<file path="config.mk">
export PLATFORM = sky130hd
export DESIGN_NAME = div_mult_unit
export DESIGN_NICKNAME = d
export VERILOG_FILES = /design/src/rtl/div_mult_unit.sv
export SDC_FILE = /design/constraint.sdc
export NUM_CORES = 1
export LEC_CHECK = 0
export ABC_AREA = 1
export CAP_MARGIN = 15
export CORE_MARGIN = 4
export CORE_UTILIZATION = 38
export DETAILED_ROUTE_END_ITERATION = 12
export GPL_TIMING_DRIVEN = 0
export MAX_ROUTING_LAYER = met4
export PLACE_DENSITY = 0.56
export SYNTH_ARGS = -nofsm -noshare
export SYNTH_HDL_FRONTEND = slang
export SYNTH_SLANG_ARGS = --single-unit
</file>
<file path="constraint.sdc">
create_clock -name clk -period 5.7 [get_ports clk]
set_input_delay 0.855 -clock clk [delete_from_list [all_inputs] [get_ports clk]]
set_output_delay 0.855 -clock clk [all_outputs]
set_load 0.05 [all_outputs]
</file>
<file path="src/rtl/div_mult_unit.sv">
// div_mult_unit: iterative WIDTH-cycle signed mult/div loading HI/LO; MULTU/DIVU enabled by DIVMULT_UNSIGNED_EN
module div_mult_unit #(
  parameter int WIDTH = 32,
  localparam int CNT_W = $clog2(WIDTH + 1)
) (
  input  logic             clk,
  input  logic             reset,
  input  logic             start,
  input  logic [1:0]       op,
  input  logic [WIDTH-1:0] a,
  input  logic [WIDTH-1:0] b,
  output logic             busy,
  output logic             done,
  output logic [WIDTH-1:0] hi,
  output logic [WIDTH-1:0] lo,
  output logic             div_zero
);
  typedef enum logic [1:0] {IDLE, RUN, DONE} state_t;
  state_t state, state_nxt;
  logic sgn, is_div, neg_q, neg_r, dz, last, zero_req;
  logic [CNT_W-1:0] cnt;
  logic [WIDTH-1:0] mb, r, q;
  logic [WIDTH:0] sum, shl, diff;
  logic [2*WIDTH-1:0] prod;
`ifdef DIVMULT_UNSIGNED_EN
  assign sgn = ~op[1];
`else
  logic unused_op;
  assign unused_op = op[1];
  assign sgn = 1'b1;
`endif
  assign last = cnt == CNT_W'(WIDTH);
  assign zero_req = op[0] && b == {WIDTH{1'b0}};
  assign sum = {1'b0, r} + {1'b0, q[0] ? mb : {WIDTH{1'b0}}};
  assign shl = {r, q[WIDTH-1]};
  assign diff = shl - {1'b0, mb};
  assign prod = neg_q ? -{r, q} : {r, q};
  always_ff @(posedge clk) state <= !reset ? IDLE : state_nxt;
  always_comb state_nxt = state == IDLE ? (start ? (zero_req ? DONE : RUN) : IDLE) :
                          state == RUN  ? (last ? DONE : RUN) : IDLE;
  always_comb begin
    busy = state != IDLE;
    done = state == DONE;
    div_zero = done && dz;
  end
  always_ff @(posedge clk) begin
    if (!reset) begin
      {is_div, dz, neg_q, neg_r} <= '0;
      {mb, r, q, hi, lo} <= '0;
      cnt <= '0;
    end else if (state == IDLE && start) begin
      is_div <= op[0];
      dz <= zero_req;
      neg_q <= sgn && (a[WIDTH-1] ^ b[WIDTH-1]);
      neg_r <= sgn && a[WIDTH-1];
      mb <= sgn && b[WIDTH-1] ? -b : b;
      q <= sgn && a[WIDTH-1] ? -a : a;
      r <= '0;
      cnt <= '0;
    end else if (state == RUN && !last) begin
      cnt <= cnt + CNT_W'(1);
      r <= is_div ? (diff[WIDTH] ? shl[WIDTH-1:0] : diff[WIDTH-1:0]) : sum[WIDTH:1];
      q <= is_div ? {q[WIDTH-2:0], ~diff[WIDTH]} : {sum[0], q[WIDTH-1:1]};
    end else if (state == RUN) begin
      hi <= is_div ? (neg_r ? -r : r) : prod[2*WIDTH-1:WIDTH];
      lo <= is_div ? (neg_q ? -q : q) : prod[WIDTH-1:0];
    end
  end
endmodule
</file>
# Yosys cells after proc, flatten, opt, wreduce, memory -nomap -nowiden
# Index checks and enable logic that the tools add are counted.
op_classes:
  addsub: 8
  multipliers: 0
  div_mod_pow: 0
  order_cmp: 0
  eq_ne: 3
  n_shift: 0
  muxes: 18
  n_bitwise: 5
  reduce_logical: 11
ops:
  columns: ["cell", "n"]
  rows:
  - ["$mux W32", 12]
  - ["$neg A32 Y32", 4]
  - ["$mux W64", 1]
  - ["$neg A64 Y64", 1]
  - ["$add A32 B32 Y33", 1]
  - ["$sub A33 B32 Y33", 1]
  - ["$logic_not A32 Y1", 1]
  - ["$mux W2", 5]
  - ["$add A6 B1 Y6 const B", 1]
  - ["$eq A6 B6 Y1 const B", 1]
  - ["$logic_and A1 B1 Y1", 4]
  - ["$not A1 Y1", 4]
  - ["$reduce_bool A2 Y1", 2]
  - ["$reduce_and A3 Y1", 1]
  - ["$eq A2 B1 Y1 const B", 1]
  - ["$eq A2 B2 Y1 const B", 1]
  - ["$logic_not A2 Y1", 1]
  - ["$reduce_or A2 Y1", 1]
  - ["$logic_not A1 Y1", 1]
  - ["$xor A1 B1 Y1", 1]
totals:
  regBits: 172
  latch_bits: 0
  ram_bits: 0
  mem_bits_ro: 0
  output_inout_bits: 67
  elab_cells: 56
  mem_count: 0

# Logic depth before layout (Yosys ltp)
# Gate-level depths: netlist of run 1.
logic_depth:
  ltp_word: 5
  depth_mapped: 19

# Least setup slack after synthesis of run 1
# No wires, ideal clock.
synth_path:
  kind: "flip-flop to flip-flop"
  start: "register q[0]"
  end: "register r[31]"
  setup_time_ns: 0.117
  arrival_time_ns: 2.220
  t_required_ns: 5.583
  path_slack_ns: 3.363
  path_stages_with_launch: 19
  n_path_buf: 2
  synth_period_minus_slack_ns: 2.337
  cell_sequence: "dfxtp_1 buf_2 clkbuf_1 nand2_1 inv_1 ha_1 fa_1 nand3_1 nand3_1 nand2_1 nand2_1 nand3_1 nand3_1 nand2_1 nand2_1 nand2_1 nand2_1 nor2_1 nor2_1"
synth_via:
  elab_chain_cells: 3
synth_rtl:
  columns: ["item", "line_no", "rtl"]
  rows:
  - ["start, declared", "22", "logic [WIDTH-1:0] mb, r, q;"]
  - ["start signal, assigned", "57", "q <= sgn && a[WIDTH-1] ? -a : a;"]
  - ["start signal, assigned", "63", "q <= is_div ? {q[WIDTH-2:0], ~diff[WIDTH]} : {sum[0], q[WIDTH-1:1]};"]
  - ["$mux W32", "34", "assign sum = {1'b0, r} + {1'b0, q[0] ? mb : {WIDTH{1'b0}}};"]
  - ["$add A32 B32 Y33", "34", null]
  - ["$mux W32", "62", "r <= is_div ? (diff[WIDTH] ? shl[WIDTH-1:0] : diff[WIDTH-1:0]) : sum[WIDTH:1];"]
  - ["end signal, assigned", "62", null]
  - ["end, declared", "22", null]
# Every way passes these cells.
# A chain may end at the register's enable or synchronous reset.

# Final worst setup path of run 1
layout_path:
  start: "register q[0]"
  end: "register r[27]"
# Same word-level chain as after synthesis.

==> flow_summary.yaml, run 1 <==
clocking:
  clock-sinks: 172
  cts_setup_buffers: 0
  ctsResizeCount: 0
  cts_tree: "built"
  numCtsBuffers: 17
  clk_pin_slew_ns: 0.08
  ctsLongestPathBuffers: 2
  htreeDepth: 4
  cts_root_buf: "clkbuf_16"
  clk_latency_ns: 0.49
  hold_buffers: 0
outcome:
  outcome: "complete, no violations"
logic_synthesis:
  yosys.area.top_type: "nand2_1"
  synth_cell_types: 48
  synth_area_um2: 16970
  ys_seq_elements: 172
  netlist.area_leader.share: 0.2138
  synthCells: 3086
  yosys_warnings: 0
  seq_area_frac_synth: 0.2029
  syn_area_per_cell_um2: 5.500
  synth_area_leaders: "nand2_1, dfxtp_1, inv_1"
  synth_fp_nets: 3227
setup_path:
  rrSetupSlack_ns: 1.77
  worstPathArrival_ns: 4.35
  critPathMaxFanout: 10
  slowest_stage: "nor2_1"
  r2r.worst_path.cells: 18
  cp-start-kind: "flop"
  critPathRequiredTime_ns: 6.12
  r2r-start: "q[0]"
  max_stage_delay_ns: 0.50
  worstPathCellList: "buf_2 -> clkbuf_1 -> nand2_1 -> inv_1 -> ha_1 -> fa_1 -> nand3_1 -> nand3_1 -> nand2_1 -> nand2_1 -> nand2_1 -> nand2_1 -> nand2_1 -> nand3_1 -> nand2_1 -> nor2_1 -> nor2_1 -> a21oi_1"
  r2r_end: "r[27]"
  crit_type: "reg -> reg"
  cp-end-kind: "flop"
  crit_top_cell: "nand2_1"
cells_and_area:
  final_cell_mix: "nand2_1, inv_1, nor2_1"
  fin_nets: 3379
  fin_area_um2: 19720
  mostFrequentLayoutCell: "nand2_1"
  drive_above_1_share: 0.02892
  antenna_cells: 0
  fill_cells: 4969
  synthToLayoutAreaGrowth_pct: 16.17
floorplanning:
  std_cell_rows: 77
  core_area_um2: 44220
  die_w_um: 219.3
  initial_core_util: 0.3838
  io_pins: 136
  die-height_um: 219.3
  die_area_um2: 48110
routing:
  postRouteAntennaNets: 0
  dr.pass1.iters: 7
  drt-wirelength-per-cell_um: 20.85
  finalWirelength_um: 80120
  drc: 0
  num_vias: 20480
  drtIter0Drc: 2067
  via_per_inst: 5.330
grt:
  grt_pass1_wl_um: 118000
  grt_usage: 0.3384
  antenna_found_initial: 1
  gr-total-overflow: 0
  grt_pass1_vias: 18790
  grt_max_degree: 17
sta:
  worst_pin_slew_ns: 1.101
  hold_viol_final: 0
  max_freq_mhz: 254.5
  setup-violations-final: 0
  report.final.slew_viol_count: 0
  fin_worst_skew_ns: 0.01734
  relSlewSlack: 0.2660
  tns_ns: 0
  rsz0062_at_grt: "no"
  fin_crit_ns: 3.930
  fin_crit_sh: 0.6894
min_path:
  hp-start: "dz"
  hold_end: "dz"
  hold_path_depth: 2
  min-delay-path-class: "reg -> reg"
placed_design:
  dp_hpwl_um: 66200
  portBuffers: 133
  routabilityCongestion: 1.039
  place_area_um2: 19050
flow_run:
  cap_violations: 0
power:
  leakagePower_nw: 10.28
  vdd_drop_max_mv: 0.1992
  power.density_nw_per_um2: 234.9
-- worst max-delay path by stage --
| stage | from | cells past startpoint | to | slack [ns] |
|---|---|---|---|---|
| 6_report | q[0] | 18 | r[27] | 1.77 |
| 5_1_grt | q[0] | 18 | r[27] | 1.63 |
| 4_1_cts | q[0] | 18 | r[27] | 1.87 |
| 3_5_place_dp | q[0] | 18 | r[27] | 1.91 |
| 3_3_place_gp | q[0] | 18 | r[27] | 1.94 |
| 2_1_floorplan | q[0] | 18 | r[31] | 3.36 |
-- through the flow --
stage,power [W],hold slack [ns],util,cells,worst slack [ns]
2_1_floorplan,0.002566,0.4194,-,3086,3.363
3_3_place_gp,0.003231,0.4353,0.4307,3811,1.938
3_5_place_dp,0.003230,0.4410,0.4307,3811,1.908
4_1_cts,0.004603,0.4562,0.4459,3842,1.869
5_1_grt,0.004879,0.5013,0.4459,3842,1.631
6_report,0.004632,0.4555,0.4459,3842,1.770
-- power by group --
group	leakage, nW	total, W	switching, W	internal [W]
clock	0.328	0.00137	0.000572	0.000800
sequential	1.40	0.00140	0.000138	0.00126
combinational	8.55	0.00186	0.00130	0.000557
-- cell families (layout without fill, tap and decap cells) --
group,count (synthesis),count (layout),share of synthesized area
AOI/OAI and AO/OA,516,516,0.1672
xor gates and xnor gates,81,81,0.04180
adders and majority gates,72,72,0.05396
buffers and inverters,639,803,0.1445
DFF,172,172,0.2029
and+or+nand+nor,1606,1606,0.3897
-- worst max-delay path: cells and delay by family (launching register included) --
| kind | cells | cell delay, ns |
|---|---|---|
| adder cells (fa/ha/maj) | 2 | 0.74 |
| flip-flops | 1 | 0.31 |
| AND/OR/NAND/NOR | 12 | 1.78 |
| AO/OA/AOI/OAI | 1 | 0.17 |
| buffers and inverters | 3 | 0.84 |
-- synth_stat cells, drive strengths merged --
master     n
nand2    985
xnor2     12
xor2      69
nand3b     6
a21o       4
o21ai    225
a21boi     2
or2        4
dfxtp    172
a31oi     22
a211oi     5
buf       36
o211ai    28
and2       4
ha        70
nand4     43
nor2     321
o221ai    16
nor3      37
and3       5
o21a       1
clkinv     4
o21bai     4
inv      534
a22oi      1
fa         2
nand3    196
a21oi    196
o2111ai    1
o22ai      6
o31ai      4
nor4       5
a221oi     1
clkbuf    65
-- final cells by class --
class,count,area [um^2],share of cell area
clock buffer,18,439.2,0.02227
multi-input combinational,2275,11080,0.5618
buffer,101,432.9,0.02196
clock inverter,13,232.7,0.01180
timing repair buffer,133,1331,0.06752
inverter,538,2019,0.1024
tap,592,740.7,0.03757
sequential,172,3443,0.1746
-- per-layer routing --
layer  wire length [um]  GRT usage
met1              37870     0.4821
met5                  0          -
met4               2495    0.09859
met2              34130     0.5026
met3               5625    0.04071
-- state kept, by name, summed over array words and instances, names as in the netlist --
signal and count:
cnt 6, dz 1, hi 32, is_div 1
lo 32, mb 32, neg_q 1, neg_r 1
q 32, r 32, state 2
Note: power is estimated with default switching activity, not from simulation.
==> inputs of run 2 (changes only) <==
- clock period: 5.7 -> 3.9 ns (I/O delays scaled with it)
==> flow_summary.yaml, run 2 (synthesis results as in run 1) <==
outcome:
  outcome: "complete, no violations"
sta:
  setup-violations-final: 0
  report.final.slew_viol_count: 0
  rsz0062_at_grt: "no"
  fin_worst_skew_ns: 0.01538
  worst_pin_slew_ns: 1.102
  relSlewSlack: 0.2650
  max_freq_mhz: 281.5
  fin_crit_sh: 0.9109
  fin_crit_ns: 3.553
  hold_viol_final: 0
  tns_ns: 0
clocking:
  numCtsBuffers: 17
  ctsLongestPathBuffers: 2
  clk_latency_ns: 0.49
  clock-sinks: 172
  htreeDepth: 4
  cts_tree: "built"
  cts_root_buf: "clkbuf_16"
  clk_pin_slew_ns: 0.08
  hold_buffers: 0
cells_and_area:
  fin_nets: 3378
  seqCellArea_um2: 3443
  synthToLayoutAreaGrowth_pct: 16.14
  utilization: 0.4458
  final_cells: 3841
  drive_above_1_share: 0.02893
  multiInputGateArea_um2: 11080
  final_cell_mix: "nand2_1, inv_1, nor2_1"
  fill_cells: 4969
  mostFrequentLayoutCell: "nand2_1"
  antenna_cells: 0
min_path:
  min-delay-path-class: "reg -> reg"
  hold_path_depth: 2
  hp-start: "dz"
  hold_end: "dz"
placed_design:
  dp_hpwl_um: 66200
  portBuffers: 133
  post-place-cells: 3811
  routabilityCongestion: 1.039
routing:
  drt-wirelength-per-cell_um: 20.85
  drc: 0
  drtIter0Drc: 2041
  num_vias: 20430
  postRouteAntennaNets: 0
  finalWirelength_um: 80100
  dr.pass1.iters: 6
  via_per_inst: 5.318
power:
  power_switching_w: 0.002939
  pwr-share-seq: 0.303
  pwr-share-comb: 0.401
  power_frac_clock: 0.296
  switching_share: 0.4342
  vdd_drop_max_mv: 0.2893
  p_int_w: 0.003829
  leakagePower_nw: 10.28
  power.density_nw_per_um2: 343.3
setup_path:
  worstPathArrival_ns: 3.97
  rrSetupSlack_ns: 0.35
  cp_num_buf_inv: 2
  crit_type: "reg -> reg"
  critPathMaxFanout: 16
  worstPathCellList: "buf_2 -> nand2_1 -> inv_1 -> ha_1 -> fa_1 -> nand3_1 -> nand3_1 -> nand2_1 -> nand2_1 -> nand2_1 -> nand2_1 -> nand2_1 -> nand3_1 -> nand2_1 -> nor2_1 -> nor2_1 -> a21oi_1"
  max_stage_delay_ns: 0.50
  r2r-start: "q[0]"
  r2r_end: "r[27]"
  r2r.worst_path.cells: 17
  critPathRequiredTime_ns: 4.32
  critPathTopFamily: "simple AND/OR/NAND/NOR gates"
  slowest_stage: "nor2_1"
  crit_top_cell: "nand2_1"
  cp-end-kind: "flop"
  cp-start-kind: "flop"
flow_run:
  cap_violations: 0
grt:
  antenna_found_initial: 1
  grt_usage: 0.3384
  grt_pass1_vias: 18790
  grt_max_degree: 17
  gr-total-overflow: 0
  grt_pass1_wl_um: 118000
floorplanning:
  initial_core_util: 0.3838
  core_area_um2: 44220
  die-height_um: 219.3
  die_w_um: 219.3
  std_cell_rows: 77
  die_area_um2: 48110
  io_pins: 136
run 2: cell types whose count changed in the layout (fill, tap and decap cells not counted):
cell,previous run,this run
clkbuf_1,65,64
run 2: how the worst max path moves through the flow:
stage | startpoint | to | slack [ns] | depth (start not counted)
2_1_floorplan | q[0] | r[31] | 1.56 | 18
3_3_place_gp | q[0] | r[27] | 0.14 | 18
4_1_cts | q[0] | r[27] | 0.07 | 18
3_5_place_dp | q[0] | r[27] | 0.11 | 18
6_report | q[0] | r[27] | 0.35 | 17
5_1_grt | q[0] | r[27] | 0.17 | 17
run 2: worst min-delay path: stages, from the launching register on:
cell	delay, ns
dfxtp_1	0.31
nand2_1	0.06
nand2_1	0.04
run 2: timing repair:
action	CTS	global route
buffers inserted	0	0
gates resized for setup	0	0
endpoints found under the setup margin	0	1
run 2: area by class of cell:
type,count,share of cell area
clock inverter,13,0.01181
inverter,538,0.1024
timing repair buffer,133,0.06753
multi-input combinational,2275,0.5619
clock buffer,18,0.02228
tap,592,0.03757
sequential,172,0.1747
buffer,100,0.02177
run 2: metal layers:
metal / vias to the layer above / global-route usage / part of all wire
li1: 10060 / - / -
met4: 0 / 0.09859 / 0.031
met5: - / - / 0
met1: 9428 / 0.4821 / 0.48
met3: 120 / 0.04071 / 0.067
met2: 824 / 0.5026 / 0.43
run 2: power groups by stage:
stage | clock network [W] | registers (W) | logic (W)
final | 0.00200 | 0.00205 | 0.00272
after CTS | 0.00203 | 0.00204 | 0.00266
after detailed placement | 0 | 0.00208 | 0.00264
after floorplan | 0 | 0.00196 | 0.00179
after global routing | 0.00210 | 0.00205 | 0.00298
after global placement | 0 | 0.00208 | 0.00264
run 2: through the flow:
stage | hold WS [ns] | power, W | instance area [um^2] | worst slack (ns)
global route | 0.5013 | 0.007130 | 19710 | 0.1694
finish | 0.4555 | 0.006768 | 19710 | 0.3474
detailed placement | 0.4410 | 0.004720 | 19050 | 0.1079
floorplan | 0.4194 | 0.003750 | 16970 | 1.563
CTS | 0.4562 | 0.006727 | 19720 | 0.06910
global placement | 0.4353 | 0.004722 | 19050 | 0.1378
